**config.mk**
```make
export PLATFORM = sky130hd
export DESIGN_NAME = mem_arbiter_flat
export DESIGN_NICKNAME = d
export VERILOG_FILES = /design/src/rtl/mem_arbiter_if.sv /design/src/rtl/mem_arbiter.sv /design/src/flat_wrapper.sv
export SDC_FILE = /design/constraint.sdc
export NUM_CORES = 1
export LEC_CHECK = 0
export CORE_MARGIN = 1
export CORE_UTILIZATION = 50
export CTS_BUF_LIST = sky130_fd_sc_hd__clkbuf_4 sky130_fd_sc_hd__clkbuf_8
export CTS_CLUSTER_DIAMETER = 150
export DETAILED_ROUTE_END_ITERATION = 10
export DONT_BUFFER_PORTS = 1
export GPL_TIMING_DRIVEN = 0
export PLACE_DENSITY = 0.72
export SYNTH_ARGS = -nofsm -noshare
export SYNTH_HDL_FRONTEND = slang
export SYNTH_SLANG_ARGS = --single-unit
```
**constraint.sdc**
```tcl
create_clock -name clk -period 2.3 [get_ports clk]
set_input_delay 0.345 -clock clk [delete_from_list [all_inputs] [get_ports clk]]
set_output_delay 0.345 -clock clk [all_outputs]
set_load 0.03 [all_outputs]
```
**src/rtl/mem_arbiter_if.sv**
```systemverilog
// mem_arbiter_if: requester handshake and memory bus bundle for mem_arbiter
interface mem_arbiter_if #(parameter int AW = 12, parameter int DW = 16);
  logic          en0, en1, rdwr0, rdwr1, ack0, ack1;
  logic [AW-1:0] addr0, addr1, mem_addr;
  logic [DW-1:0] wdata0, wdata1, rdata0, rdata1, mem_wdata, mem_rdata;
  logic          mem_en, mem_rdwr, mem_ack, err;
  logic [1:0]    gnt;
  modport slave (
    input  en0, en1, rdwr0, rdwr1, addr0, addr1, wdata0, wdata1, mem_rdata, mem_ack,
    output rdata0, rdata1, ack0, ack1, mem_en, mem_rdwr, mem_addr, mem_wdata, gnt, err
  );
  modport master (
    output en0, en1, rdwr0, rdwr1, addr0, addr1, wdata0, wdata1, mem_rdata, mem_ack,
    input  rdata0, rdata1, ack0, ack1, mem_en, mem_rdwr, mem_addr, mem_wdata, gnt, err
  );
endinterface

```
**src/rtl/mem_arbiter.sv**
```systemverilog
// mem_arbiter: round-robin two-port arbiter onto one memory; ARB_TIMEOUT_EN adds mem_ack timeout abort
module mem_arbiter #(
  parameter int AW = 12,
  parameter int DW = 16
`ifdef ARB_TIMEOUT_EN
  , parameter int TIMEOUT = 15
`endif
) (
  input logic          clk,
  input logic          rst,
  mem_arbiter_if.slave bus
);
  typedef enum logic [1:0] {IDLE, BUSY, RELEASE} state_t;
  state_t        state_q;
  logic          last_q, mem_en_q, mem_rdwr_q, ack0_q, ack1_q;
  logic [AW-1:0] mem_addr_q;
  logic [DW-1:0] mem_wdata_q, rdata0_q, rdata1_q;
  logic [1:0]    gnt_q;
  logic          win_d, own_en_d, expire_d;
  logic [DW-1:0] rd_d;
  assign win_d    = (bus.en0 && bus.en1) ? ~last_q : bus.en1;
  assign own_en_d = last_q ? bus.en1 : bus.en0;
  assign rd_d     = bus.mem_ack ? bus.mem_rdata : DW'(16'hDEAD);
`ifdef ARB_TIMEOUT_EN
  localparam int CW = ($clog2(TIMEOUT + 1) < 4) ? 4 : $clog2(TIMEOUT + 1);
  logic [CW-1:0] cnt_q;
  logic          err_q;
  assign expire_d = cnt_q == CW'(TIMEOUT - 1);
  assign bus.err  = err_q;
`else
  assign expire_d = 1'b0;
  assign bus.err  = 1'b0;
`endif
  assign bus.mem_en    = mem_en_q;
  assign bus.mem_rdwr  = mem_rdwr_q;
  assign bus.mem_addr  = mem_addr_q;
  assign bus.mem_wdata = mem_wdata_q;
  assign bus.rdata0    = rdata0_q;
  assign bus.rdata1    = rdata1_q;
  assign bus.ack0      = ack0_q;
  assign bus.ack1      = ack1_q;
  assign bus.gnt       = gnt_q;
  // Arbitration FSM: grant in IDLE, wait for completion in BUSY, finish handshake in RELEASE
  always_ff @(posedge clk) begin
    if (rst) begin
      state_q     <= IDLE;
      last_q      <= 1'b1;
      mem_en_q    <= 1'b0;
      mem_rdwr_q  <= 1'b0;
      mem_addr_q  <= '0;
      mem_wdata_q <= '0;
      rdata0_q    <= '0;
      rdata1_q    <= '0;
      ack0_q      <= 1'b0;
      ack1_q      <= 1'b0;
      gnt_q       <= 2'b00;
`ifdef ARB_TIMEOUT_EN
      cnt_q       <= '0;
      err_q       <= 1'b0;
`endif
    end else begin
      case (state_q)
        IDLE: if (!bus.mem_ack && (bus.en0 || bus.en1)) begin
          state_q     <= BUSY;
          last_q      <= win_d;
          gnt_q       <= win_d ? 2'b10 : 2'b01;
          mem_en_q    <= 1'b1;
          mem_rdwr_q  <= win_d ? bus.rdwr1 : bus.rdwr0;
          mem_addr_q  <= win_d ? bus.addr1 : bus.addr0;
          mem_wdata_q <= win_d ? bus.wdata1 : bus.wdata0;
`ifdef ARB_TIMEOUT_EN
          cnt_q       <= '0;
`endif
        end
        BUSY: begin
          if (bus.mem_ack || expire_d) begin
            state_q  <= RELEASE;
            mem_en_q <= 1'b0;
            if (!last_q && bus.en0) begin
              ack0_q <= 1'b1;
              if (!mem_rdwr_q || !bus.mem_ack) rdata0_q <= rd_d;
            end
            if (last_q && bus.en1) begin
              ack1_q <= 1'b1;
              if (!mem_rdwr_q || !bus.mem_ack) rdata1_q <= rd_d;
            end
          end
`ifdef ARB_TIMEOUT_EN
          if (!bus.mem_ack && expire_d) err_q <= 1'b1;
          cnt_q <= cnt_q + 1'b1;
`endif
        end
        RELEASE: if (!own_en_d && !bus.mem_ack) begin
          state_q <= IDLE;
          ack0_q  <= 1'b0;
          ack1_q  <= 1'b0;
          gnt_q   <= 2'b00;
        end
        default: state_q <= IDLE;
      endcase
    end
  end
endmodule

```
**src/flat_wrapper.sv**
```systemverilog
// flat-port wrapper written by rule: the top's interface ports become plain ports
module mem_arbiter_flat 
#(
  parameter int AW = 12,
  parameter int DW = 16

)
  (clk, rst, bus_en0, bus_en1, bus_rdwr0, bus_rdwr1, bus_addr0, bus_addr1, bus_wdata0, bus_wdata1, bus_mem_rdata, bus_mem_ack, bus_rdata0, bus_rdata1, bus_ack0, bus_ack1, bus_mem_en, bus_mem_rdwr, bus_mem_addr, bus_mem_wdata, bus_gnt, bus_err);
  mem_arbiter_if #(.AW(AW), .DW(DW)) bus_i ();
  input logic clk;
  input logic rst;
  input wire logic [$bits(bus_i.en0)-1:0] bus_en0;
  input wire logic [$bits(bus_i.en1)-1:0] bus_en1;
  input wire logic [$bits(bus_i.rdwr0)-1:0] bus_rdwr0;
  input wire logic [$bits(bus_i.rdwr1)-1:0] bus_rdwr1;
  input wire logic [$bits(bus_i.addr0)-1:0] bus_addr0;
  input wire logic [$bits(bus_i.addr1)-1:0] bus_addr1;
  input wire logic [$bits(bus_i.wdata0)-1:0] bus_wdata0;
  input wire logic [$bits(bus_i.wdata1)-1:0] bus_wdata1;
  input wire logic [$bits(bus_i.mem_rdata)-1:0] bus_mem_rdata;
  input wire logic [$bits(bus_i.mem_ack)-1:0] bus_mem_ack;
  output wire logic [$bits(bus_i.rdata0)-1:0] bus_rdata0;
  output wire logic [$bits(bus_i.rdata1)-1:0] bus_rdata1;
  output wire logic [$bits(bus_i.ack0)-1:0] bus_ack0;
  output wire logic [$bits(bus_i.ack1)-1:0] bus_ack1;
  output wire logic [$bits(bus_i.mem_en)-1:0] bus_mem_en;
  output wire logic [$bits(bus_i.mem_rdwr)-1:0] bus_mem_rdwr;
  output wire logic [$bits(bus_i.mem_addr)-1:0] bus_mem_addr;
  output wire logic [$bits(bus_i.mem_wdata)-1:0] bus_mem_wdata;
  output wire logic [$bits(bus_i.gnt)-1:0] bus_gnt;
  output wire logic [$bits(bus_i.err)-1:0] bus_err;
  assign bus_i.en0 = bus_en0;
  assign bus_i.en1 = bus_en1;
  assign bus_i.rdwr0 = bus_rdwr0;
  assign bus_i.rdwr1 = bus_rdwr1;
  assign bus_i.addr0 = bus_addr0;
  assign bus_i.addr1 = bus_addr1;
  assign bus_i.wdata0 = bus_wdata0;
  assign bus_i.wdata1 = bus_wdata1;
  assign bus_i.mem_rdata = bus_mem_rdata;
  assign bus_i.mem_ack = bus_mem_ack;
  assign bus_rdata0 = bus_i.rdata0;
  assign bus_rdata1 = bus_i.rdata1;
  assign bus_ack0 = bus_i.ack0;
  assign bus_ack1 = bus_i.ack1;
  assign bus_mem_en = bus_i.mem_en;
  assign bus_mem_rdwr = bus_i.mem_rdwr;
  assign bus_mem_addr = bus_i.mem_addr;
  assign bus_mem_wdata = bus_i.mem_wdata;
  assign bus_gnt = bus_i.gnt;
  assign bus_err = bus_i.err;
  mem_arbiter #(.AW(AW), .DW(DW)) u_core (.clk(clk), .rst(rst), .bus(bus_i));
endmodule
```
Yosys cells after proc, flatten, opt, wreduce, memory -nomap -nowiden
Index checks and enable logic that the tools add are counted.
{"block": "word_totals", "reg_bits": 69, "inputBits": 79, "output_inout_bits": 67, "word_cells": 64}
{"block": "op_classes", "n_eq_ne": 7, "muxes": 22, "n_bitwise": 1, "reduce_logical": 23}
{"cell": "16-bit 2-to-1 mux", "n": 1}
{"cell": "4-bit AND reduction", "n": 4}
{"cell": "12-bit 2-to-1 mux", "n": 1}
{"cell": "1-bit 2-to-1 mux", "n": 10}
{"cell": "2-bit 2-to-1 mux", "n": 5}
{"cell": "3-bit AND reduction", "n": 3}
{"cell": "2-bit by 1-bit inequality test with 1-bit output (second input constant)", "n": 4}
{"cell": "1-bit one-hot mux with 2 select lines", "n": 3}
{"cell": "2-bit one-hot mux with 3 select lines", "n": 1}
{"cell": "2-bit nonzero test", "n": 3}
{"cell": "1-bit logical AND", "n": 5}
{"cell": "1-bit logical NOT", "n": 4}
{"cell": "2-bit one-hot mux with 2 select lines", "n": 1}
{"cell": "2-bit by 1-bit == test with 1-bit output (second input constant)", "n": 1}
{"cell": "2-bit == test (second input constant)", "n": 1}
{"cell": "2-bit logical NOT", "n": 1}
{"cell": "1-bit logical OR", "n": 2}
{"cell": "2-bit inequality test (second input constant)", "n": 1}
{"cell": "2-bit AND reduction", "n": 1}
{"cell": "1-bit inverter", "n": 1}

Longest topological paths before layout
{"block": "logic_depth", "depth_word": 5, "mapped_depth": 6, "depth_no_buf": 3}

Worst setup path before layout
Ideal clock, no wire load.
{"block": "synth_path", "path_type": "flip-flop to flip-flop", "startpoint": "register u_core.mem_rdwr_q (netlist: u_core.bus.mem_rdwr)", "endpoint": "register u_core.rdata0_q[10] (netlist: u_core.bus.rdata0[10])", "setup_ns": 0.116, "t_arrival_ns": 1.457, "required_ns": 2.184, "path_slack_ns": 0.727, "stages_incl_launch_ff": 6, "n_path_buf": 3, "period_less_slack_ns": 1.573, "cell_sequence": "dfxtp_1 -> clkbuf_1 -> or3_1 -> clkbuf_2 -> buf_6 -> a31o_2"}
{"block": "synth_between", "elab_chain_cells": 3}
{"element": "from (decl)", "line_no": "mem_arbiter.sv:15", "source": "logic last_q, mem_en_q, mem_rdwr_q, ack0_q, ack1_q;"}
{"element": "from (signal assigned)", "line_no": "mem_arbiter.sv:68", "source": "mem_rdwr_q <= win_d ? bus.rdwr1 : bus.rdwr0;"}
{"element": "1-bit logical NOT", "line_no": "mem_arbiter.sv:81", "source": "if (!mem_rdwr_q || !bus.mem_ack) rdata0_q <= rd_d;"}
{"element": "1-bit logical OR", "line_no": "mem_arbiter.sv:81"}
{"element": "4-bit AND reduction (no source line)"}
{"element": "to (signal assigned)", "line_no": "mem_arbiter.sv:81"}
{"element": "to (decl)", "line_no": "mem_arbiter.sv:17", "source": "logic [DW-1:0] mem_wdata_q, rdata0_q, rdata1_q;"}
No other way between the ends.
A chain may end at the register's enable or synchronous reset.

Worst setup path in the final report
{"block": "layout_path", "startpoint": "register u_core.state_q[1]", "endpoint": "register u_core.mem_wdata_q[1] (netlist: u_core.bus.mem_wdata[1])"}
{"block": "layout_between", "elab_chain_cells": 2}
{"element": "from (decl)", "line_no": "mem_arbiter.sv:14", "source": "state_t state_q;"}
{"element": "from (signal assigned)", "line_no": "mem_arbiter.sv:46", "source": "state_q <= IDLE;"}
{"element": "from (signal assigned)", "line_no": "mem_arbiter.sv:64", "source": "state_q <= BUSY;"}
{"element": "from (signal assigned)", "line_no": "mem_arbiter.sv:77", "source": "state_q <= RELEASE;"}
{"element": "2-bit logical NOT", "line_no": "mem_arbiter.sv:62", "source": "case (state_q)"}
{"element": "2-bit AND reduction (no source line)"}
{"element": "to (signal assigned)", "line_no": "mem_arbiter.sv:70", "source": "mem_wdata_q <= win_d ? bus.wdata1 : bus.wdata0;"}
{"element": "to (decl)", "line_no": "mem_arbiter.sv:17"}
No other way between the ends.

==> flow_metrics.env <==
export IMPL_cp_slowest_cell="nor3_1"
export IMPL_ys_flop_type="dfxtp_1"
export IMPL_worstPathArrival_ns=2.03
export IMPL_dpl_cell_area_mm2=0.00305
export IMPL_synth_nets=419
export IMPL_rsz0062_at_grt="false"
export IMPL_rrSetupSlack_ns=0.50
export IMPL_ff_latch_area_mm2=0.00138
export IMPL_critPathCaptureType="register"
export IMPL_ir_worst_vdd_mv=0.422
export IMPL_row_count=27
export IMPL_drt_vias_per_instance=6.31
export IMPL_final_common_cell="dfxtp_1"
export IMPL_holdWs_ns=0.0877
export IMPL_synthCells=340
export IMPL_tightest_slew_ns=0.599
export IMPL_cts_setup_buffers=0
export IMPL_synth_fa_ha_area_share_pct=0
export IMPL_critical_path_class="register to register"
export IMPL_cts_buffer_depth=2
export IMPL_mostFrequentLayoutCells="dfxtp_1 (69), nand2_1 (60), nor4_1 (33)"
export IMPL_worst_endpoint_required_ns=2.53
export IMPL_initial_core_util_pct=52.9
export IMPL_drt_wl_total_um=7850
export IMPL_gr_total_overflow=0
export IMPL_ios=146
export IMPL_slew_violations=0
export IMPL_fin_area_mm2=0.00324
export IMPL_synth_xor_xnor_area_share_pct=0
export IMPL_core_mm2=0.00561
export IMPL_fin_crit_sh_pct=78.4
export IMPL_grt_max_degree=11
export IMPL_cts_buffers=9
export IMPL_cts_max_level=3
export IMPL_min_path_cells=1
export IMPL_drive_gt1_share_pct=13.6
export IMPL_p_leak_nw=1.14
export IMPL_critPathLaunchType="register"
export IMPL_synth_compound_area_share_pct=25.5
export IMPL_nFillCells=513
export IMPL_globalplace_congestion=0.850
export IMPL_p_sw_mw=0.767
export IMPL_reg2reg_depth=4
export IMPL_synth_mux_area_share_pct=0.380
export IMPL_synthSimpleGateAreaFrac_pct=21.0
export IMPL_setup_viol=0
export IMPL_min_to="u_core.state_q[0]"
export IMPL_die_area_mm2=0.00624
export IMPL_ctsHoldBuffers=0
export IMPL_synth_area_mm2=0.00296
export IMPL_reg2reg_from="u_core.state_q[1]"
export IMPL_tritoncts="yes"
export IMPL_p_int_mw=1.90
export IMPL_status="complete, no violations"
export IMPL_syn_avg_cell_area_um2=8.72
export IMPL_antenna_found_initial=0
export IMPL_crit_path_max_fanout=10
export IMPL_synth_top_family_by_area="compound AO/OA/AOI/OAI gates"
export IMPL_clock_latency_ns=0.33
export IMPL_insertedDiodeCount=0
export IMPL_finalHoldViolCount=0
export IMPL_regToRegEndpoint="u_core.bus.mem_wdata[1]"
export IMPL_power_frac_seq_pct=52.9
export IMPL_first_global_vias=2450
export IMPL_synth_edff_count=0
export IMPL_die_w_um=79.0
export IMPL_detailedPlacementHpwl_um=5840
export IMPL_yosysSeqAreaShare_pct=46.6
export IMPL_critPathMaxStageDelay_ns=0.52
export IMPL_io_buffers=0
export IMPL_vias=2686
export IMPL_slew_limit_headroom_pct=59.7
export IMPL_dpl_worst_slack_ns=0.508
export IMPL_first_iter_violations=167
export IMPL_switching_share_pct=28.8
export IMPL_routedWlPerCell_um=18.4
export IMPL_ant_nets=0
export IMPL_ys_ff_latch=69
export IMPL_finalSetupTns_ns=0
export IMPL_worstHoldStart="bus_mem_ack"
export IMPL_grt_pass1_wl_um=12200
export IMPL_multi_input_area_mm2=0.00139
export IMPL_post_route_min_period_ns=1.80
export IMPL_die_h_um=79.0
export IMPL_p_comb_share_pct=10.9
export IMPL_yosys_warnings=0
export IMPL_cts_sinks=69
export IMPL_fin_nets=430
export IMPL_fin_skew_ns=0.00891
export IMPL_worst_slack_ns=0.497
export IMPL_async_reset_ff_share_pct=0
export IMPL_power_density_mw_per_mm2=822
export IMPL_hold_class="input pin to register"
export IMPL_p_clk_share_pct=36.2
export IMPL_grt_use_total_pct=25.0
export IMPL_first_pass_iters=4
export IMPL_worstPathCellList="nor3_1 > clkbuf_1 > a21oi_1 > a311oi_1"
export IMPL_cts_root_buf="clkbuf_8"
export IMPL_clk_pin_slew_ns=0.07
export IMPL_cap_violations=0
export IMPL_ys_types=36
export IMPL_drc=0
export IMPL_cts_resized=0
export IMPL_area_delta_synth_final_pct=9.37
export IMPL_fmax_mhz=555
[power groups by stage]
stage	Clock [mW]	Sequential [mW]	Combinational (mW)
finish	0.963	1.41	0.291
global route	1.03	1.42	0.327
CTS	0.970	1.41	0.291
detailed placement	0	1.44	0.290
global placement	0	1.44	0.282
floorplan	0	1.42	0.227
[how the worst max path moves through the flow]
stage                                          to  cells after the start  slack, ns           startpoint
after floorplan             u_core.bus.rdata0[10]                      5       0.73  u_core.bus.mem_rdwr
after global placement        u_core.bus.mem_rdwr                      5       0.53    u_core.state_q[1]
after detailed placement  u_core.bus.mem_wdata[1]                      4       0.51    u_core.state_q[1]
after CTS                 u_core.bus.mem_wdata[1]                      4       0.48    u_core.state_q[1]
after global routing       u_core.bus.mem_addr[7]                      4       0.32    u_core.state_q[0]
final                     u_core.bus.mem_wdata[1]                      4       0.50    u_core.state_q[1]
[final cells by class]
class | count | area share (%)
plain buffers | 42 | 5.52
inverters | 3 | 0.347
well taps | 72 | 2.78
clock inverters | 2 | 1.08
clock buffers | 12 | 4.71
multi-input cells | 226 | 43.0
flip-flops and latches | 69 | 42.6
[flip-flops by register name (all words and copies together), names as in the netlist]
signal / cells
u_core.bus.mem_en: 1
u_core.bus.mem_addr: 12
u_core.bus.ack1: 1
u_core.bus.mem_wdata: 16
u_core.last_q: 1
u_core.bus.mem_rdwr: 1
u_core.bus.rdata1: 16
u_core.bus.gnt: 2
u_core.bus.ack0: 1
u_core.bus.rdata0: 16
u_core.state_q: 2
[through the flow]
stage | power, mW | util [%] | instances
3_3_place_gp | 1.72 | 54.5 | 412
5_1_grt | 2.78 | 57.8 | 426
4_1_cts | 2.67 | 57.8 | 426
6_report | 2.66 | 57.8 | 426
2_1_floorplan | 1.65 | - | 340
3_5_place_dp | 1.73 | 54.5 | 412
[metal layers]
metal  track usage [%]  part of all wire (%)
met5                 0                     0
met4              9.64                   1.4
met3              8.51                   8.6
met2              36.3                    45
met1              33.9                    45
[synthesized netlist by cell type (2+ instances only)]
master | instances | area share, %
nor3b_1 | 3 | 0.76
buf_1 | 2 | 0.25
buf_2 | 7 | 1.2
nor2_1 | 2 | 0.25
nor4_1 | 33 | 7.0
a31o_1 | 10 | 3.0
o21bai_1 | 2 | 0.51
a31o_2 | 22 | 6.5
a311oi_1 | 29 | 8.6
or3_1 | 2 | 0.42
a21oi_1 | 30 | 5.1
dfxtp_1 | 69 | 47
clkbuf_1 | 30 | 3.8
inv_1 | 2 | 0.25
nand2b_1 | 17 | 3.6
nand2_1 | 60 | 7.6
[worst max-delay path, delay by kind of cell (launching register included)]
| kind | cells | cell delay, ns |
|---|---|---|
| and+or+nand+nor | 1 | 0.52 |
| AOI/OAI and AO/OA | 2 | 0.42 |
| buffers and inverters | 1 | 0.43 |
| DFF | 1 | 0.33 |
[logic make-up after synthesis]
| family | Yosys count |
|---|---|
| compound gates | 100 |
| buf+inv | 45 |
| flops | 69 |
| mux | 1 |
| other cells | 1 |
| simple gates | 124 |
Note: power is estimated with default switching activity, not from simulation.
